[src/rtl/regwr_pkg.sv]
// rtl/regwr_pkg.sv - shared types for the register file write arbiter
package regwr_pkg;

  localparam int REGWR_DATA_W = 16;
  localparam int REGWR_ADDR_W = 4;

  // A dead entry still holds its slot until it reaches the head and is popped.
  typedef struct packed {
    logic                    valid;
    logic                    live;
    logic [REGWR_ADDR_W-1:0] reg_idx;
    logic [REGWR_DATA_W-1:0] data;
  } regwr_entry_t;

  typedef enum logic {
    NORMAL,
    FORCE_MEM
  } regwr_state_e;

endpackage

[src/rtl/regwr_fifo.sv]
// rtl/regwr_fifo.sv - circular memory-return queue with per-entry squash against a writeback destination
module regwr_fifo
  import regwr_pkg::*;
#(
  parameter int DEPTH = 2
) (
  input  logic                    clk,
  input  logic                    rst_n,
  input  logic                    push_i,
  input  logic [REGWR_ADDR_W-1:0] push_reg_i,
  input  logic [REGWR_DATA_W-1:0] push_data_i,
  input  logic                    pop_i,
  input  logic                    squash_en_i,
  input  logic [REGWR_ADDR_W-1:0] squash_reg_i,
  output regwr_entry_t            head_o,
  output logic                    full_o,
  output logic [$clog2(DEPTH):0]  count_o
);

  localparam int PW = $clog2(DEPTH);
  localparam int CW = PW + 1;

  regwr_entry_t   slot_q [DEPTH];
  logic [PW-1:0]  rd_q, wr_q;
  logic [CW-1:0]  cnt_q;

  assign head_o  = slot_q[rd_q];
  assign full_o  = (cnt_q == CW'(DEPTH));
  assign count_o = cnt_q;

  always_ff @(posedge clk) begin
    if (!rst_n) begin
      rd_q  <= '0;
      wr_q  <= '0;
      cnt_q <= '0;
      for (int i = 0; i < DEPTH; i++) slot_q[i] <= '0;
    end else begin
      for (int i = 0; i < DEPTH; i++) begin
        if (squash_en_i && slot_q[i].valid && (slot_q[i].reg_idx == squash_reg_i))
          slot_q[i].live <= 1'b0;
      end
      if (pop_i) begin
        slot_q[rd_q].valid <= 1'b0;
        rd_q               <= rd_q + 1'b1;
      end
      // A same-cycle writeback to this register makes the incoming entry stale on arrival.
      if (push_i) begin
        slot_q[wr_q] <= '{valid:   1'b1,
                          live:    !(squash_en_i && (squash_reg_i == push_reg_i)),
                          reg_idx: push_reg_i,
                          data:    push_data_i};
        wr_q         <= wr_q + 1'b1;
      end
      cnt_q <= cnt_q + CW'(push_i) - CW'(pop_i);
    end
  end

endmodule

[src/rtl/regfile_write_arbiter.sv]
// rtl/regfile_write_arbiter.sv - single write port shared by writeback and memory returns; starve guard under REGWR_STARVE_GUARD_EN
module regfile_write_arbiter
  import regwr_pkg::*;
#(
  parameter int DATA_W       = REGWR_DATA_W,
  parameter int ADDR_W       = REGWR_ADDR_W,
  parameter int DEPTH        = 2,
  parameter int STARVE_LIMIT = 4
) (
  input  logic                   clk,
  input  logic                   rst_n,
  input  logic                   wb_valid,
  input  logic [ADDR_W-1:0]      wb_reg,
  input  logic [DATA_W-1:0]      wb_data,
  output logic                   wb_ready,
  input  logic                   mem_valid,
  input  logic [ADDR_W-1:0]      mem_reg,
  input  logic [DATA_W-1:0]      mem_data,
  output logic                   mem_ready,
  output logic                   wr_en,
  output logic [ADDR_W-1:0]      wr_reg,
  output logic [DATA_W-1:0]      wr_data,
  output logic [$clog2(DEPTH):0] q_count
);

  regwr_entry_t      head;
  logic              full, push, pop, wb_grant, mem_grant;
  logic              wr_en_q;
  logic [ADDR_W-1:0] wr_reg_q;
  logic [DATA_W-1:0] wr_data_q;

  assign mem_ready = rst_n && !full;
  assign wb_grant  = wb_valid && wb_ready && (wb_reg != '0);
  assign mem_grant = head.valid && head.live && !wb_grant;
  // Dead heads drain unconditionally; a live head leaves only when it wins the port.
  assign pop       = head.valid && !(head.live && wb_grant);
  assign push      = mem_valid && mem_ready && (mem_reg != '0);

  regwr_fifo #(.DEPTH(DEPTH)) u_fifo (
    .clk          (clk),
    .rst_n        (rst_n),
    .push_i       (push),
    .push_reg_i   (mem_reg),
    .push_data_i  (mem_data),
    .pop_i        (pop),
    .squash_en_i  (wb_grant),
    .squash_reg_i (wb_reg),
    .head_o       (head),
    .full_o       (full),
    .count_o      (q_count)
  );

`ifdef REGWR_STARVE_GUARD_EN
  localparam int SW = $clog2(STARVE_LIMIT + 1);

  regwr_state_e  state_q, state_d;
  logic [SW-1:0] starve_q, starve_d;

  assign wb_ready = rst_n && (state_q == NORMAL);

  // In NORMAL a valid head that is not popped is necessarily live and lost to a wb.
  always_comb begin
    state_d  = NORMAL;
    starve_d = '0;
    if ((state_q == NORMAL) && head.valid && !pop) begin
      if (starve_q == SW'(STARVE_LIMIT - 1)) state_d  = FORCE_MEM;
      else                                   starve_d = starve_q + 1'b1;
    end
  end

  always_ff @(posedge clk) begin
    if (!rst_n) begin
      state_q  <= NORMAL;
      starve_q <= '0;
    end else begin
      state_q  <= state_d;
      starve_q <= starve_d;
    end
  end
`else
  logic unused_starve_limit;
  assign unused_starve_limit = ^STARVE_LIMIT;
  assign wb_ready = rst_n;
`endif

  always_ff @(posedge clk) begin
    if (!rst_n) begin
      wr_en_q   <= 1'b0;
      wr_reg_q  <= '0;
      wr_data_q <= '0;
    end else begin
      wr_en_q <= wb_grant || mem_grant;
      if (wb_grant) begin
        wr_reg_q  <= wb_reg;
        wr_data_q <= wb_data;
      end else if (mem_grant) begin
        wr_reg_q  <= head.reg_idx;
        wr_data_q <= head.data;
      end
    end
  end

  assign wr_en   = wr_en_q;
  assign wr_reg  = wr_reg_q;
  assign wr_data = wr_data_q;

endmodule

[config.mk]
export PLATFORM = sky130hd
export DESIGN_NAME = regfile_write_arbiter
export DESIGN_NICKNAME = d
export VERILOG_FILES = /design/src/rtl/regwr_pkg.sv /design/src/rtl/regwr_fifo.sv /design/src/rtl/regfile_write_arbiter.sv
export SDC_FILE = /design/constraint.sdc
export NUM_CORES = 1
export LEC_CHECK = 0
export CAP_MARGIN = 20
export CORE_MARGIN = 4
export CORE_UTILIZATION = 56
export CTS_BUF_LIST = sky130_fd_sc_hd__clkbuf_4 sky130_fd_sc_hd__clkbuf_8
export CTS_CLUSTER_SIZE = 40
export DETAILED_ROUTE_END_ITERATION = 10
export PLACE_DENSITY = 0.84
export SLEW_MARGIN = 0
export SYNTH_ARGS = -nofsm -noshare
export SYNTH_HDL_FRONTEND = slang
export SYNTH_SLANG_ARGS = --single-unit
[constraint.sdc]
create_clock -name clk -period 4.5 [get_ports clk]
set_clock_uncertainty 0.2 [all_clocks]
set_input_delay 0.675 -clock clk [delete_from_list [all_inputs] [get_ports clk]]
set_output_delay 0.675 -clock clk [all_outputs]
set_load 0.03 [all_outputs]
# After elaboration in Yosys (flattened, before gate mapping)

Memories as Yosys holds them, arrays and structs flattened. A register that Yosys moved wholly into a read port is not among the register bits.
Cells that the tools add are included.

Bits in writable memories: 44
Register bits after elaboration: 25
Word-level logic and storage cells: 60
Memories kept: 1
Input bits: 44

Memory list:

| name          | depth | width | read ports | clocked after memory_dff | wr ports | line             | RTL |
|---|---|---|---|---|---|---|---|
| u_fifo.slot_q | 2     | 22    | 3          | 1                        | 4        | regwr_fifo.sv:23 | `regwr_entry_t slot_q [DEPTH];` |

Equality and inequality tests: 4
Add/sub/neg operators: 4
Muxes and demuxes: 21
Bitwise logic cells: 2
Reduce and logical (&&, ||, !) cells: 22

Operators by type and width:

| cell                | count |
|---|---|
| $mux 16             | 2 |
| $mux 1              | 17 |
| $logic_and 1x1->1   | 14 |
| $eq 4x4->1          | 3 |
| $mux 4              | 2 |
| $reduce_bool 4->1   | 2 |
| $logic_not 1->1     | 4 |
| $add 1x1->1 const B | 2 |
| $add 2x1->2         | 1 |
| $eq 2x2->1 const B  | 1 |
| $or 1x1->1          | 2 |
| $reduce_bool 2->1   | 1 |
| $sub 2x1->2         | 1 |
| $logic_or 1x1->1    | 1 |

# Longest topological paths before layout

Gate-level depths: netlist (run 1).

Depth in word-level cells: 8
Gate-level depth with buffers: 9
Mapped depth without buffers: 8

# Cells and area by module

A second synthesis (run 1) with hierarchy kept.

Cells, all modules: 268
Area, all modules: 3343.2 um2

Modules (own cells, without submodules):

| module                | seq. area each (um2) | area an instance (um2) | cells each | times used |
|---|---|---|---|---|
| regwr_fifo            | 1401.3               | 2283.4                 | 166        | 1 |
| regfile_write_arbiter | 420.4                | 1059.8                 | 102        | 1 |

# Worst setup path after synthesis (run 1)

No wires, ideal clock.

Kind: input -> register
From: input port wb_reg[1]
To: register u_fifo.cnt_q[1], in the netlist u_fifo.count_o[1]
Slack: 1.892 ns
Arrival time: 2.284 ns
Required time: 4.177 ns
Buffers on the path: 1
Cell stages on the path: 9
Path through: buf_2 nor4_4 o21ai_1 nand2_1 xor2_1 ha_1 xor2_1 and2_1 mux2_1

Cells in the longest elaborated chain, start to end: 6

RTL lines:

| item                 | line                        | RTL |
|---|---|---|
| start, declared      | regfile_write_arbiter.sv:13 | `input logic [ADDR_W-1:0] wb_reg,` |
| $reduce_bool 4->1    | regfile_write_arbiter.sv:33 | `assign wb_grant = wb_valid && wb_ready && (wb_reg != '0);` |
| $logic_and 1x1->1    | regfile_write_arbiter.sv:33 |  |
| $logic_and 1x1->1    | regfile_write_arbiter.sv:36 | `assign pop = head.valid && !(head.live && wb_grant);` |
| $logic_not 1->1      | regfile_write_arbiter.sv:36 |  |
| $logic_and 1x1->1    | regfile_write_arbiter.sv:36 |  |
| $sub 2x1->2          | regwr_fifo.sv:54            | `cnt_q <= cnt_q + CW'(push_i) - CW'(pop_i);` |
| end signal, assigned | regwr_fifo.sv:54            |  |
| end, declared        | regwr_fifo.sv:25            | `logic [CW-1:0] cnt_q;` |

No other way between the ends.
A chain may end at the register's enable or synchronous reset.

# Final worst setup path (run 1)

From: input port rst_n
To: output port mem_ready

Cells in the longest elaborated chain, start to end: 1

RTL lines:

| item              | line                        | RTL |
|---|---|---|
| start, declared   | regfile_write_arbiter.sv:11 | `input logic rst_n,` |
| $logic_and 1x1->1 | regfile_write_arbiter.sv:32 | `assign mem_ready = rst_n && !full;` |
| end, declared     | regfile_write_arbiter.sv:19 | `output logic mem_ready,` |

No other way between the ends.

==> qor.yml, run 1 <==
placement:
  place_inst: 402
  post-dp-hpwl_um: 4940
  io_buffers: 68
  gp_congestion: 0.823
cells_and_area:
  finalNetCount: 386
  stdcell_count: 417
  largest_register_ffs: 44
  n_antenna_cell: 0
  area_growth_pct: 29.8
  drive_gt1_frac: 0.133
critical_path:
  path_cells: "clkdlybuf4s50_1 -> inv_1 -> nor2_1 -> clkdlybuf4s50_1"
  critPathMaxFanout: 17
  arrival_ns: 2.56
  cp-end-kind: "output pin"
  critPathTopFamily: "buffers and inverters"
  ff2ff_path_depth: 4
  cp-startpoint: "rst_n"
  rrSetupSlack_ns: 1.55
  slowest_stage: "clkdlybuf4s50_1"
  critPathLaunchType: "input port"
  critPathMaxStageDelay_ns: 0.82
  worstPathRequired_ns: 3.62
  critical_path_class: "in2out"
  r2r_end: "wr_data[7]$_SDFFE_PN0P_"
  crit_top_cell: "clkdlybuf4s50_1"
  path_buf_inv: 3
sta:
  min_period_over_period: 0.762
  finalCriticalPeriod_ns: 3.43
  finalSetupViolations: 0
  drv_slew: 0
  rsz0062_at_grt: "no"
  tns_ns: 0
  timing.slew.headroom: 0.253
  tightest_slew_ns: 1.12
  fmax_ghz: 0.292
  hold_violations: 0
drt:
  drt_wl_total_um: 7410
  drc_errors: 0
  drt_first_pass_iters: 4
  wl_per_cell_um: 17.8
  ant_nets: 0
  drt_iter0_drc: 144
  routed_via_density: 5.66
  dr_total_vias: 2359
synth:
  synthCells: 276
  synth_top_cell_by_area: "edfxtp_1"
  yosysSeqAreaShare: 0.568
  yosysWarnings: 0
  synth.top_cell.area_share: 0.393
  synth.cell_area_um2: 3210
  synth_area_per_cell_um2: 11.6
  synth_cell_type_count: 35
  synth-seq-cells: 70
  synth_nets: 321
  synth_area_leaders: "edfxtp_1 (39%), dfxtp_1 (17%), mux2_2 (6.7%)"
power_and_ir_drop:
  peakVddDrop_uv: 294
  power_density_nw_per_um2: 449
  leakage_nw: 1.60
global_route:
  grt_max_degree: 25
  grt.total_usage: 0.223
  globalRouteOverflowTotal: 0
  first_global_vias: 2523
  antenna_found_initial: 0
  grt_pass1_wl_um: 12300
hold_path:
  holdPathStages: 2
  worstHoldStart: "u_fifo.rd_q$_SDFFE_PN0P_"
  hp-class: "reg2reg"
  hold_end: "u_fifo.slot_q[0][21]$_SDFFE_PP1P_"
floorplanning:
  die_h_um: 83.7
  floorplan.rows: 27
  die-area_um2: 7000
  start_util: 0.579
  io_pins: 69
  die_w_um: 83.7
  core_um2: 5540
run:
  drv_cap: 0
cts:
  post_cts_buffers: 0
  ctsHoldBuffers: 0
  cts_tree: "built"
  clkSinkCount: 70
  clkTransAtPathRegs_ns: 0.07
  cts_resized: 0
  clk_latency_ns: 0.33
  root_buffer: "clkbuf_8"
  clock_path_buffers: 2
  numCtsBuffers: 9
  htreeDepth: 3
status:
  status: "completed"
## per-layer routing
metal	global-route usage	part of all wire
met4	0.0980	0.018
met3	0.0484	0.063
met2	0.393	0.52
met5	0	0
met1	0.259	0.40
## Yosys cell counts
cell type and instances:
xor2_1 8, ha_1 1, a32o_1 1, clkbuf_1 6, mux2_1 1, nand4_1 3
inv_1 2, o21ai_1 5, and3_1 21, edfxtp_1 42, nand3_1 5, o211ai_2 1
mux2i_1 20, o31ai_1 1, xnor2_1 7, a31oi_1 1, and2_1 22, mux2_2 19
nor3_1 5, a21oi_1 4, nor2_1 8, nand2b_1 1, o21ai_0 16, nor4_4 1
a21o_1 1, dfxtp_1 28, buf_2 9, buf_6 1, o21ai_2 1, nor4_1 2
nand2_1 26, buf_4 2, nor2b_1 2, clkbuf_2 2, nor3_2 1
## per-stage QoR
stage | power (W) | hold WS (ns) | utilization | worst slack, ns | instance area [um^2]
2_1_floorplan | 0.00112 | 0.253 | - | 1.89 | 3210
3_3_place_gp | 0.00127 | 0.289 | 0.709 | 1.11 | 3930
3_5_place_dp | 0.00128 | 0.298 | 0.709 | 1.02 | 3930
4_1_cts | 0.00188 | 0.312 | 0.752 | 1.07 | 4160
5_1_grt | 0.00195 | 0.337 | 0.752 | 0.939 | 4160
6_report | 0.00187 | 0.313 | 0.752 | 1.07 | 4160
## placed cells by master, fill, tap and decap left out, drive strengths merged
master,count
o31ai,1
mux2,20
edfxtp,42
nor3,6
a21oi,4
nand3,5
ha,1
and2,22
dfxtp,28
nand2,26
xor2,8
a21o,1
clkbuf,9
nor4,3
nor2,8
nand4,3
o21ai,22
a32o,1
buf,6
xnor2,7
and3,21
a31oi,1
clkinvlp,1
mux2i,20
inv,2
bufinv,3
o211ai,1
clkdlybuf4s50,68
clkinv,2
nor2b,2
nand2b,1
## how the worst max path moves through the flow
| stage | to | cells past startpoint | slack, ns |
|---|---|---|---|
| 3_3_place_gp | mem_ready | 4 | 1.11 |
| 3_5_place_dp | u_fifo.slot_q[1][14]$_SDFFCE_PN0P_ | 7 | 1.02 |
| 5_1_grt | mem_ready | 4 | 0.94 |
| 6_report | mem_ready | 4 | 1.07 |
| 2_1_floorplan | u_fifo.count_o[1]$_SDFF_PN0_ | 9 | 1.89 |
| 4_1_cts | mem_ready | 4 | 1.07 |
## area by class of cell
class                      count  area [um^2]
sequential                    70         1820
fill                         380         1380
multi-input combinational    184         1280
timing repair buffer          74          726
clock buffer                   9          124
clock inverter                 6          111
tap                           72         90.1
inverter                       2         7.51
## cell families (layout without fill, tap and decap cells)
kind of cell	after synthesis	after routing	share of synthesized area
flip-flops	70	70	0.568
adder cells (fa/ha/maj)	1	1	0.00390
AND/OR/NAND/NOR	97	97	0.165
multiplexers	40	40	0.133
AO/OA/AOI/OAI	31	31	0.0554
XOR/XNOR	15	15	0.0410
buffers and inverters	22	91	0.0347
## where the power goes
group / total (W) / internal, W / switching, W
logic: 0.000430 / 0.000216 / 0.000214
registers: 0.000842 / 0.000769 / 0.0000739
clock network: 0.000598 / 0.000365 / 0.000234
total: 0.00187 / 0.00135 / 0.000522
## worst min-delay path: cells and delay by family (launching register included)
| family | cells | cell delay (ns) |
|---|---|---|
| AO/OA/AOI/OAI | 1 | 0.08 |
| buffers and inverters | 1 | 0.08 |
| flip-flops | 1 | 0.30 |
No activity file was read; power rests on OpenSTA's default activity.
==> inputs of run 2 (changes only) <==
- CORE_UTILIZATION: 56 -> 52
- PLACE_DENSITY: 0.84 -> 0.79
- clock period: 4.5 -> 3.3 ns (I/O delays scaled with it)
==> run 2 against run 1 <==
  * Register-to-register slack got worse by 0.47 ns
  * Flip-flop and latch count is the same
  * Combinational power grew 46%
  * Sequential power increased by 32%
  * Global-route usage down 1.9 points
  * Sequential share of layout area fell by 0.65 points
  * Wire length decreased by 4.1%
  * Hold slack worse by 0.0010 ns
  * Non-clock buffer count grew 6
  * Clock-buffer cell count rose by 2
  * Critical path depth is the same
  * Design area grew 1.5%
  * Critical path type unchanged
  * Highest routed layer unchanged
==> qor.yml, run 2 (synthesis gave the netlist of run 1 again) <==
cts:
  root_buffer: "clkbuf_8"
  numCtsBuffers: 9
  cts_tree: "built"
  clkTransAtPathRegs_ns: 0.08
  clkSinkCount: 70
  ctsHoldBuffers: 0
  clock_path_buffers: 2
  clk_latency_ns: 0.34
  cts_resized: 0
  post_cts_buffers: 0
  htreeDepth: 3
sta:
  tns_ns: 0
  min_period_over_period: 0.873
  tightest_slew_ns: 0.662
  finalCriticalPeriod_ns: 2.88
  fmax_ghz: 0.347
  hold_violations: 0
  timing.slew.headroom: 0.556
  rsz0062_at_grt: "no"
  drv_slew: 0
  finalSetupViolations: 0
hold_path:
  hp-class: "reg2reg"
  worstHoldStart: "u_fifo.rd_q$_SDFFE_PN0P_"
placement:
  post-dp-hpwl_um: 4830
  gp_congestion: 0.884
  place_inst: 410
  io_buffers: 68
  place_area_um2: 3970
critical_path:
  critPathMaxStageDelay_ns: 0.67
  r2r_start: "u_fifo.count_o[1]$_SDFF_PN0_"
  critPathMaxFanout: 10
  cp-end-kind: "output pin"
  slowest_stage: "clkdlybuf4s50_1"
  arrival_ns: 2.19
  rrSetupSlack_ns: 1.08
  cp-startpoint: "rst_n"
  crit_top_cell: "clkdlybuf4s50_1"
  path_cells: "clkdlybuf4s50_1 -> inv_1 -> nor2_1 -> clkdlybuf4s50_1"
  worstPathRequired_ns: 2.60
  critPathLaunchType: "input port"
  critical_path_class: "in2out"
floorplanning:
  floorplan.rows: 28
  io_pins: 69
  core_um2: 5960
  start_util: 0.539
  die_w_um: 86.5
  die-area_um2: 7490
  die_h_um: 86.5
cells_and_area:
  largest_register_ffs: 44
  n_antenna_cell: 0
  final_cell_mix: "clkdlybuf4s50_1 (68), edfxtp_1 (42), dfxtp_1 (28)"
  area_growth_pct: 31.7
  stdcell_count: 427
  final_common_cell: "clkdlybuf4s50_1"
  stdcell_area_um2: 4230
  finalNetCount: 392
  drive_gt1_frac: 0.151
global_route:
  antenna_found_initial: 0
  globalRouteOverflowTotal: 0
  first_global_vias: 2312
  grt.total_usage: 0.204
  grt_pass1_wl_um: 11500
  grt_max_degree: 25
status:
  status: "completed"
drt:
  wl_per_cell_um: 16.7
  dr_total_vias: 2296
  drt_iter0_drc: 126
  drt_first_pass_iters: 4
  ant_nets: 0
  drc_errors: 0
  routed_via_density: 5.38
  drt_wl_total_um: 7110
run:
  drv_cap: 0
power_and_ir_drop:
  leakage_nw: 1.64
  peakVddDrop_uv: 366
  power_density_nw_per_um2: 612
[run 2: cell count changes in the layout (fill, tap and decap cells not counted), sizes merged]
cell / before / now
buf: 6 / 12
clkbuf: 9 / 11
clkinv: 2 / 0
inv: 2 / 3
[run 2: path summary, 6_finish.rpt]
check                                       endpoint  cells after the start
setup / recovery                           mem_ready                      4
hold / removal     u_fifo.slot_q[0][21]$_SDFFE_PP1P_                      2
hold reg to reg    u_fifo.slot_q[0][21]$_SDFFE_PP1P_                      2
setup reg to reg  u_fifo.slot_q[0][12]$_SDFFCE_PN0P_                      5
[run 2: power by group]
group	switching [W]	internal, W
registers	0.0000656	0.00105
logic	0.000323	0.000304
clock network	0.000323	0.000522
total	0.000712	0.00187
[run 2: area by class of cell]
class                      instances  area [um^2]
clock buffer                      11          139
clock inverter                     5          106
fill                             432         1730
inverter                           2         7.51
multi-input combinational        184         1280
sequential                        70         1820
tap                               75         93.8
timing repair buffer              80          774
[run 2: metrics by stage]
| stage | setup WS [ns] | hold slack (ns) | power, W | util |
|---|---|---|---|---|
| 3_3_place_gp | 0.263 | 0.295 | 0.00175 | 0.667 |
| 3_5_place_dp | 0.200 | 0.304 | 0.00176 | 0.667 |
| 6_report | 0.420 | 0.311 | 0.00259 | 0.710 |
| 2_1_floorplan | 0.872 | 0.253 | 0.00152 | - |
| 5_1_grt | 0.352 | 0.361 | 0.00271 | 0.710 |
| 4_1_cts | 0.406 | 0.316 | 0.00260 | 0.708 |
[run 2: per-layer routing]
metal / wire, um / track usage
met5: 0 / 0
met4: 185 / 0.0892
met3: 354 / 0.0485
met2: 3490 / 0.330
met1: 3080 / 0.260
[run 2: critical path, delay by kind of cell]
| kind | cells | cell delay (ns) |
|---|---|---|
| buffers and inverters | 3 | 1.55 |
| and+or+nand+nor | 1 | 0.13 |
